### config.mk
export PLATFORM = sky130hd
export DESIGN_NAME = uart_rx
export DESIGN_NICKNAME = d
export VERILOG_FILES = /design/src/rtl/uart_rx.sv
export SDC_FILE = /design/constraint.sdc
export NUM_CORES = 1
export LEC_CHECK = 0
export BUFFER_PORTS_ARGS = -buffer_cell sky130_fd_sc_hd__buf_2
export CAP_MARGIN = 20
export CORE_UTILIZATION = 55
export DETAILED_ROUTE_END_ITERATION = 10
export PLACE_DENSITY = 0.77
export SYNTH_ARGS = -nofsm -noshare
export SYNTH_HDL_FRONTEND = slang
export SYNTH_SLANG_ARGS = --single-unit
export TNS_END_PERCENT = 30
### constraint.sdc
create_clock -name clk -period 2.7 [get_ports clk]
set_clock_uncertainty 0.1 [all_clocks]
set_input_delay 0.135 -clock clk [delete_from_list [all_inputs] [get_ports clk]]
set_output_delay 0.135 -clock clk [all_outputs]
set_load 0.02 [all_outputs]
### src/rtl/uart_rx.sv
// uart_rx: 8N1 serial receiver with 2-flop synchronizer and centre-of-bit sampling.
// Latency: rx_valid/frame_err pulse one cycle after the stop-bit sample; no backpressure, pulses are not held.
module uart_rx #(
  parameter int CLK_FREQ  = 25000000,
  parameter int BAUD_RATE = 115200
) (
  input  logic       clk,
  input  logic       rst_n,
  input  logic       en,
  input  logic       rx,
  output logic [7:0] rx_data,
  output logic       rx_valid,
  output logic       frame_err,
  output logic       busy
);

  localparam int BIT_CYC  = CLK_FREQ / BAUD_RATE;
  localparam int HALF_CYC = BIT_CYC / 2;
  localparam int CNT_W    = (BIT_CYC > 1) ? $clog2(BIT_CYC) : 1;

  localparam logic [CNT_W-1:0] BIT_LAST  = CNT_W'(BIT_CYC - 1);
  localparam logic [CNT_W-1:0] HALF_LAST = CNT_W'(HALF_CYC - 1);

  typedef enum logic [1:0] {
    IDLE  = 2'd0,
    START = 2'd1,
    DATA  = 2'd2,
    STOP  = 2'd3
  } state_t;

  state_t           state, state_n;
  logic [CNT_W-1:0] cnt, cnt_n;
  logic [2:0]       idx, idx_n;
  logic [7:0]       shreg, shreg_n;
  logic [7:0]       rx_data_n;
  logic             rx_valid_n, frame_err_n;

  logic rx_m, rx_s, rx_d;
  logic fall;

  // Flops preset high so that reset release never looks like a start edge.
  always_ff @(posedge clk or negedge rst_n) begin
    if (!rst_n) begin
      rx_m <= 1'b1;
      rx_s <= 1'b1;
      rx_d <= 1'b1;
    end else begin
      rx_m <= rx;
      rx_s <= rx_m;
      rx_d <= rx_s;
    end
  end

  assign fall = rx_d & ~rx_s;
  assign busy = (state != IDLE);

  always_ff @(posedge clk or negedge rst_n) begin
    if (!rst_n) begin
      state     <= IDLE;
      cnt       <= '0;
      idx       <= '0;
      shreg     <= '0;
      rx_data   <= '0;
      rx_valid  <= 1'b0;
      frame_err <= 1'b0;
    end else begin
      state     <= state_n;
      cnt       <= cnt_n;
      idx       <= idx_n;
      shreg     <= shreg_n;
      rx_data   <= rx_data_n;
      rx_valid  <= rx_valid_n;
      frame_err <= frame_err_n;
    end
  end

  always_comb begin
    state_n     = state;
    cnt_n       = cnt + 1'b1;
    idx_n       = idx;
    shreg_n     = shreg;
    rx_data_n   = rx_data;
    rx_valid_n  = 1'b0;
    frame_err_n = 1'b0;

    case (state)
      IDLE: begin
        cnt_n = '0;
        if (en && fall) state_n = START;
      end
      START: begin
        if (cnt == HALF_LAST) begin
          cnt_n = '0;
          idx_n = '0;
          // A line that is high again at mid start bit was only a glitch.
          state_n = rx_s ? IDLE : DATA;
        end
      end
      DATA: begin
        if (cnt == BIT_LAST) begin
          cnt_n          = '0;
          shreg_n[idx]   = rx_s;
          idx_n          = idx + 3'd1;
          if (idx == 3'd7) state_n = STOP;
        end
      end
      STOP: begin
        if (cnt == BIT_LAST) begin
          cnt_n   = '0;
          state_n = IDLE;
          if (rx_s) begin
            rx_data_n  = shreg;
            rx_valid_n = 1'b1;
          end else begin
            frame_err_n = 1'b1;
          end
        end
      end
      default: state_n = IDLE;
    endcase

    // Disable drops any partial frame without reporting it.
    if (!en) begin
      state_n     = IDLE;
      cnt_n       = '0;
      idx_n       = '0;
      rx_data_n   = rx_data;
      rx_valid_n  = 1'b0;
      frame_err_n = 1'b0;
    end
  end

endmodule

==> metrics, run 1 <==
status complete, no violations; most common cell after layout, fill and taps aside dfrtp_1; hpwl dp 1940 um; hold_sp rx_m; vias in the first global route 996; full die area 3030 um2; largest net degree at the start of global routing 35; RR Endpoint rx_data[5]; row count 18; Yosys cell types 36; CTS sink cnt 34; root buffer cell clkbuf_4; Clock Latency Late Sink 0.33 ns; Post-Synthesis Cells 127; Chip Height 55.0 um; share of cells above drive strength 1 33.8%; WL per Instance 15.2 um; final setup vio count 0; Slew Limit Headroom 52.7%; critical path peak fanout 9; Worst R2R Path Depth 6; leakage 0.000860 uW; RSZ-0062 raised after global routing false; remaining global-route overflow 0; worst path bufs/invs 1; diode count 0; initial core utilization 60.3%; Worst-Margin Slew 0.709 ns; Chip Width 55.0 um; reg2reg start cnt[0]; Fill cells 188; Vias 1027; commonest non-fill, non-tap cells in the layout dfrtp_1, nor2_1, mux2_2; Max VDD drop 0.000411 V; hold endpoint rx_s; CP Data Required Time 2.83 ns; Achievable Freq 490 MHz; WS Path Type reg -> reg; Clock transition at path regs 0.10 ns; hold slack 0.264 ns; GPL Wtd Cong 0.850; gr usage total 21.7%; sequential-to-total area share from yosys stat 55.2%; CP max stage cell nor3_4; kind of cell adding the most delay to the critical path simple AND/OR/NAND/NOR gates; initial antenna violation count 0; Port Buffers 14; drt first pass iters 4; Slew Viols, Final 0; Detail Route Antenna Nets 0; syn avg cell area 12.2 um2; slowest stage delay, CP 0.46 ns; Critical Path Sink Type register; CTS H-tree lvls 2; Post-CTS Setup Bufs 0; Bufs on Longest Clock Path 2; Hold Crit Depth 0; fin nets 155; r2r setup slk 0.66 ns; Yosys reg bits 34; Hold Vio Cnt, Final 0; total wire length 2700 um; CTS tree built; Post-Syn Area 1550 um2; WP depth 6; worst hold path class reg -> reg; max cap viols 0; CTS buffer count 5; drt drc 0; first-pass GRT wire length 4420 um; setup TNS 0 ns; part of the cycle the worst path needs 75.6%; CP Launch Type register; synth warn 0; CP Data Arrival Time 2.17 ns; Area Overhead vs Synth 12.5%; fin crit period 2.04 ns; # IOs 15; Core ar. 2570 um2; Vias/cell 5.77; initial drt markers 12; Power Dens Cells 511 nW/um2; Synthesized Nets 135; crit path cell chain inv_1 > ha_1 > and4b_2 > nand2_4 > nor3_4 > mux2_2
[final cells by class]
class	instances	area (um2)	share of cell area [%]
multi-input cells	85	656	37.6
repair buffers	17	100	5.75
well taps	30	37.5	2.16
inverters	4	15.0	0.862
flip-flops and latches	34	855	49.1
clock buffers	8	78.8	4.53
[cells in the mapped netlist (all sizes together)]
library cell / n / area, um2
a221o: 1 / 10.0
clkbuf: 3 / 11.3
dfrtp: 31 / 776
ha: 4 / 50.1
nor2b: 1 / 6.26
nand4b: 1 / 8.76
and3: 1 / 6.26
nor3: 6 / 41.3
and4b: 1 / 11.3
a22o: 1 / 8.76
and4: 2 / 20.0
xor2: 2 / 17.5
a21boi: 1 / 7.51
xnor2: 5 / 43.8
mux2: 16 / 184
and3b: 1 / 10.0
nand2b: 2 / 12.5
a21oi: 2 / 10.0
and4bb: 1 / 12.5
nand4: 2 / 12.5
o21ai: 1 / 5.00
o211ai: 1 / 7.51
or2: 1 / 6.26
nand3: 5 / 25.0
a32o: 2 / 20.0
dfstp: 3 / 78.8
o221a: 2 / 22.5
buf: 1 / 11.3
nand2: 7 / 33.8
and2: 1 / 6.26
inv: 4 / 15.0
nor2: 15 / 56.3
[worst max-delay path by stage]
stage | start | endpoint
6_report | cnt[0] | rx_data[5]
5_1_grt | cnt[0] | rx_data[1]
4_1_cts | cnt[0] | rx_data[4]
3_5_place_dp | cnt[0] | rx_data[5]
3_3_place_gp | cnt[0] | rx_data[1]
2_1_floorplan | cnt[0] | rx_data[0]
[per-stage QoR]
stage	cells	utilization, %	instance area, um2	setup slack, ns	power, uW
floorplan	127	-	1550	0.863	543
global placement	167	63.6	1630	0.733	558
detailed placement	167	63.6	1630	0.666	560
CTS	178	67.8	1740	0.655	900
global route	178	67.8	1740	0.557	925
finish	178	67.8	1740	0.658	891
[per-layer routing]
metal / vias up / global-route usage, % / share of wire [%] / wire length [um]
met5: - / 0 / 0 / 0
met4: 0 / 12.1 / 2.2 / 60
met3: 7 / 5.74 / 3.7 / 99
met2: 23 / 33.9 / 48 / 1310
met1: 504 / 27.4 / 46 / 1240
li1: 493 / - / - / -
[cell families (layout without fill, tap and decap cells)]
kind of cell               Yosys count  after routing  synth area share [%]
adders and majority gates            4              4                  3.23
DFF                                 34             34                  55.2
AOI/OAI and AO/OA                   11             11                  5.90
xor gates and xnor gates             7              7                  3.96
muxes                               16             16                  11.9
and+or+nand+nor                     47             47                  17.4
buffers and inverters                8             29                  2.42
[registers in the layout, summed over array words and instances, names as in the netlist]
signal     count
cnt            8
frame_err      1
idx            3
rx_d           1
rx_data        8
rx_m           1
rx_s           1
rx_valid       1
shreg          8
state          2
[report_power, final]
group	total, uW	internal (uW)	switching (uW)
Sequential	521	515	6.43
Clock	338	178	161
Combinational	30.8	11.5	19.3
[repair_timing]
action	4_1_cts	5_1_grt
endpoints found under the hold margin	33	0
endpoints found under the setup margin	0	0
resized for setup	0	0
hold buffers	3	0
No activity file was read; power rests on OpenSTA's default activity.
==> run 2: changes to the inputs <==
==> constraint.sdc (replaced) <==
create_clock -name clk -period 2 [get_ports clk]
set_clock_uncertainty 0.1 [all_clocks]
set_input_delay 0.1 -clock clk [delete_from_list [all_inputs] [get_ports clk]]
set_output_delay 0.1 -clock clk [all_outputs]
set_load 0.02 [all_outputs]
==> run 2 against run 1 <==
Power rose by 29%. Core utilization rose by 1.1 points. Routed wire length rose by 2.5%. Die area did not move. Maximum frequency rose by 8.4%.
==> metrics, run 2 (synthesis gave the netlist of run 1 again) <==
hpwl dp 1900 um; Slew Limit Headroom 51.0%; diode count 0; Port Buffers 14; RSZ-0062 raised after global routing false; critical path peak fanout 9; Slew Viols, Final 0; r2r setup slk 0.12 ns; initial core utilization 60.3%; # placed instances 171; worst hold path class in -> async; Bufs on Longest Clock Path 2; root buffer cell clkbuf_4; Chip Height 55.0 um; CP Data Arrival Time 2.01 ns; largest net degree at the start of global routing 35; part of the cycle the worst path needs 94.2%; CTS buffer count 5; remaining global-route overflow 0; RR Endpoint rx_data[7]; share of cells above drive strength 1 36.2%; Core ar. 2570 um2; kind of cell adding the most delay to the critical path simple AND/OR/NAND/NOR gates; final setup vio count 0; Detail Route Antenna Nets 0; drt drc 0; Max VDD drop 0.000503 V; initial drt markers 29; reg2reg start cnt[1]; leakage 0.000873 uW; initial antenna violation count 0; Finished Layout Cells 182; Vias/cell 5.57; setup TNS 0 ns; max cap viols 0; Clock Latency Late Sink 0.34 ns; fin crit period 1.88 ns; row count 18; CTS tree built; WS Path Type reg -> reg; Power Dens Cells 649 nW/um2; commonest non-fill, non-tap cells in the layout dfrtp_1, nor2_1, mux2_2; total wire length 2770 um; CP startpoint cnt[1]; vias in the first global route 984; critical path endpoint rx_data[7]; slowest stage delay, CP 0.42 ns; GPL Wtd Cong 0.806; drt first pass iters 4; CTS H-tree lvls 2; worst path bufs/invs 2; CP Launch Type register; Vias 1013; fin nets 159; Area Overhead vs Synth 14.4%; most common cell after layout, fill and taps aside dfrtp_1; status complete, no violations; first-pass GRT wire length 4440 um; crit path cell chain inv_1 > ha_1 > and4b_2 > nand2_4 > nor3_4 > buf_12 > mux2_2; CP Data Required Time 2.13 ns; gr usage total 21.7%; # IOs 15; WL per Instance 15.2 um; Worst R2R Path Depth 7; WP depth 7; Clock transition at path regs 0.11 ns; CP max stage cell dfrtp_1; CTS sink cnt 34; full die area 3030 um2; Hold Vio Cnt, Final 0; Critical Path Sink Type register; Chip Width 55.0 um; Achievable Freq 531 MHz; Worst-Margin Slew 0.734 ns; Largest regs cnt x8, rx_data x8, shreg x8
-- run 2: cell count changes in the layout (fill, tap and decap cells not counted) --
| cell | previous run | this run |
|---|---|---|
| buf_12 | 0 | 1 |
| clkinv_2 | 0 | 1 |
| and2_1 | 1 | 0 |
| clkbuf_8 | 3 | 1 |
| clkinvlp_4 | 0 | 1 |
| and2_2 | 0 | 1 |
| buf_4 | 0 | 3 |
-- run 2: worst min path at each step --
stage	slack [ns]	to	cells past startpoint	from
4_1_cts	0.26	idx[0]	2	rst_n
6_report	0.24	idx[0]	2	rst_n
3_3_place_gp	0.08	frame_err	1	rst_n
2_1_floorplan	-0.30	cnt[0]	0	rst_n
3_5_place_dp	0.1	frame_err	1	rst_n
5_1_grt	0.27	rx_s	0	rx_m
-- run 2: stage by stage --
step                worst slack [ns]  util (%)  hold WS (ns)  area, um2  power [uW]
floorplan                      0.163         -        -0.296       1550         733
global placement               0.121      65.3        0.0846       1680         757
detailed placement            0.0488      65.3        0.0999       1680         759
CTS                           0.0444      68.9         0.263       1770        1160
global route                  0.0446      69.0         0.268       1770        1200
finish                         0.116      69.0         0.241       1770        1150
-- run 2: where the power goes --
group          switching (uW)  internal (uW)  total (uW)  leakage, uW
Combinational            31.3           18.9        50.2     0.000375
Clock                     230            169         399    0.0000343
Sequential               4.82            695         700     0.000464
-- run 2: repair_timing --
action | 4_1_cts | 5_1_grt
hold endpoints to repair | 35 | 0
hold buffers | 3 | 0
buffers inserted | 0 | 0
gates resized for setup | 0 | 1
endpoints found under the setup margin | 0 | 3
-- run 2: area by class of cell --
class | instances | area (um2)
Inverter | 4 | 15.0
Sequential cell | 34 | 855
Clock inverter | 2 | 12.5
Tap cell | 30 | 37.5
Fill cell | 197 | 797
Timing Repair Buffer | 21 | 143
Multi-Input combinational cell | 85 | 657
Clock buffer | 6 | 51.3
-- run 2: per-layer routing --
| metal | wire (um) | vias up | track usage, % |
|---|---|---|---|
| met5 | 0 | - | 0 |
| met2 | 1310 | 16 | 33.7 |
| met4 | 34 | 0 | 8.75 |
| li1 | - | 496 | - |
| met1 | 1340 | 497 | 27.7 |
| met3 | 83 | 4 | 7.38 |
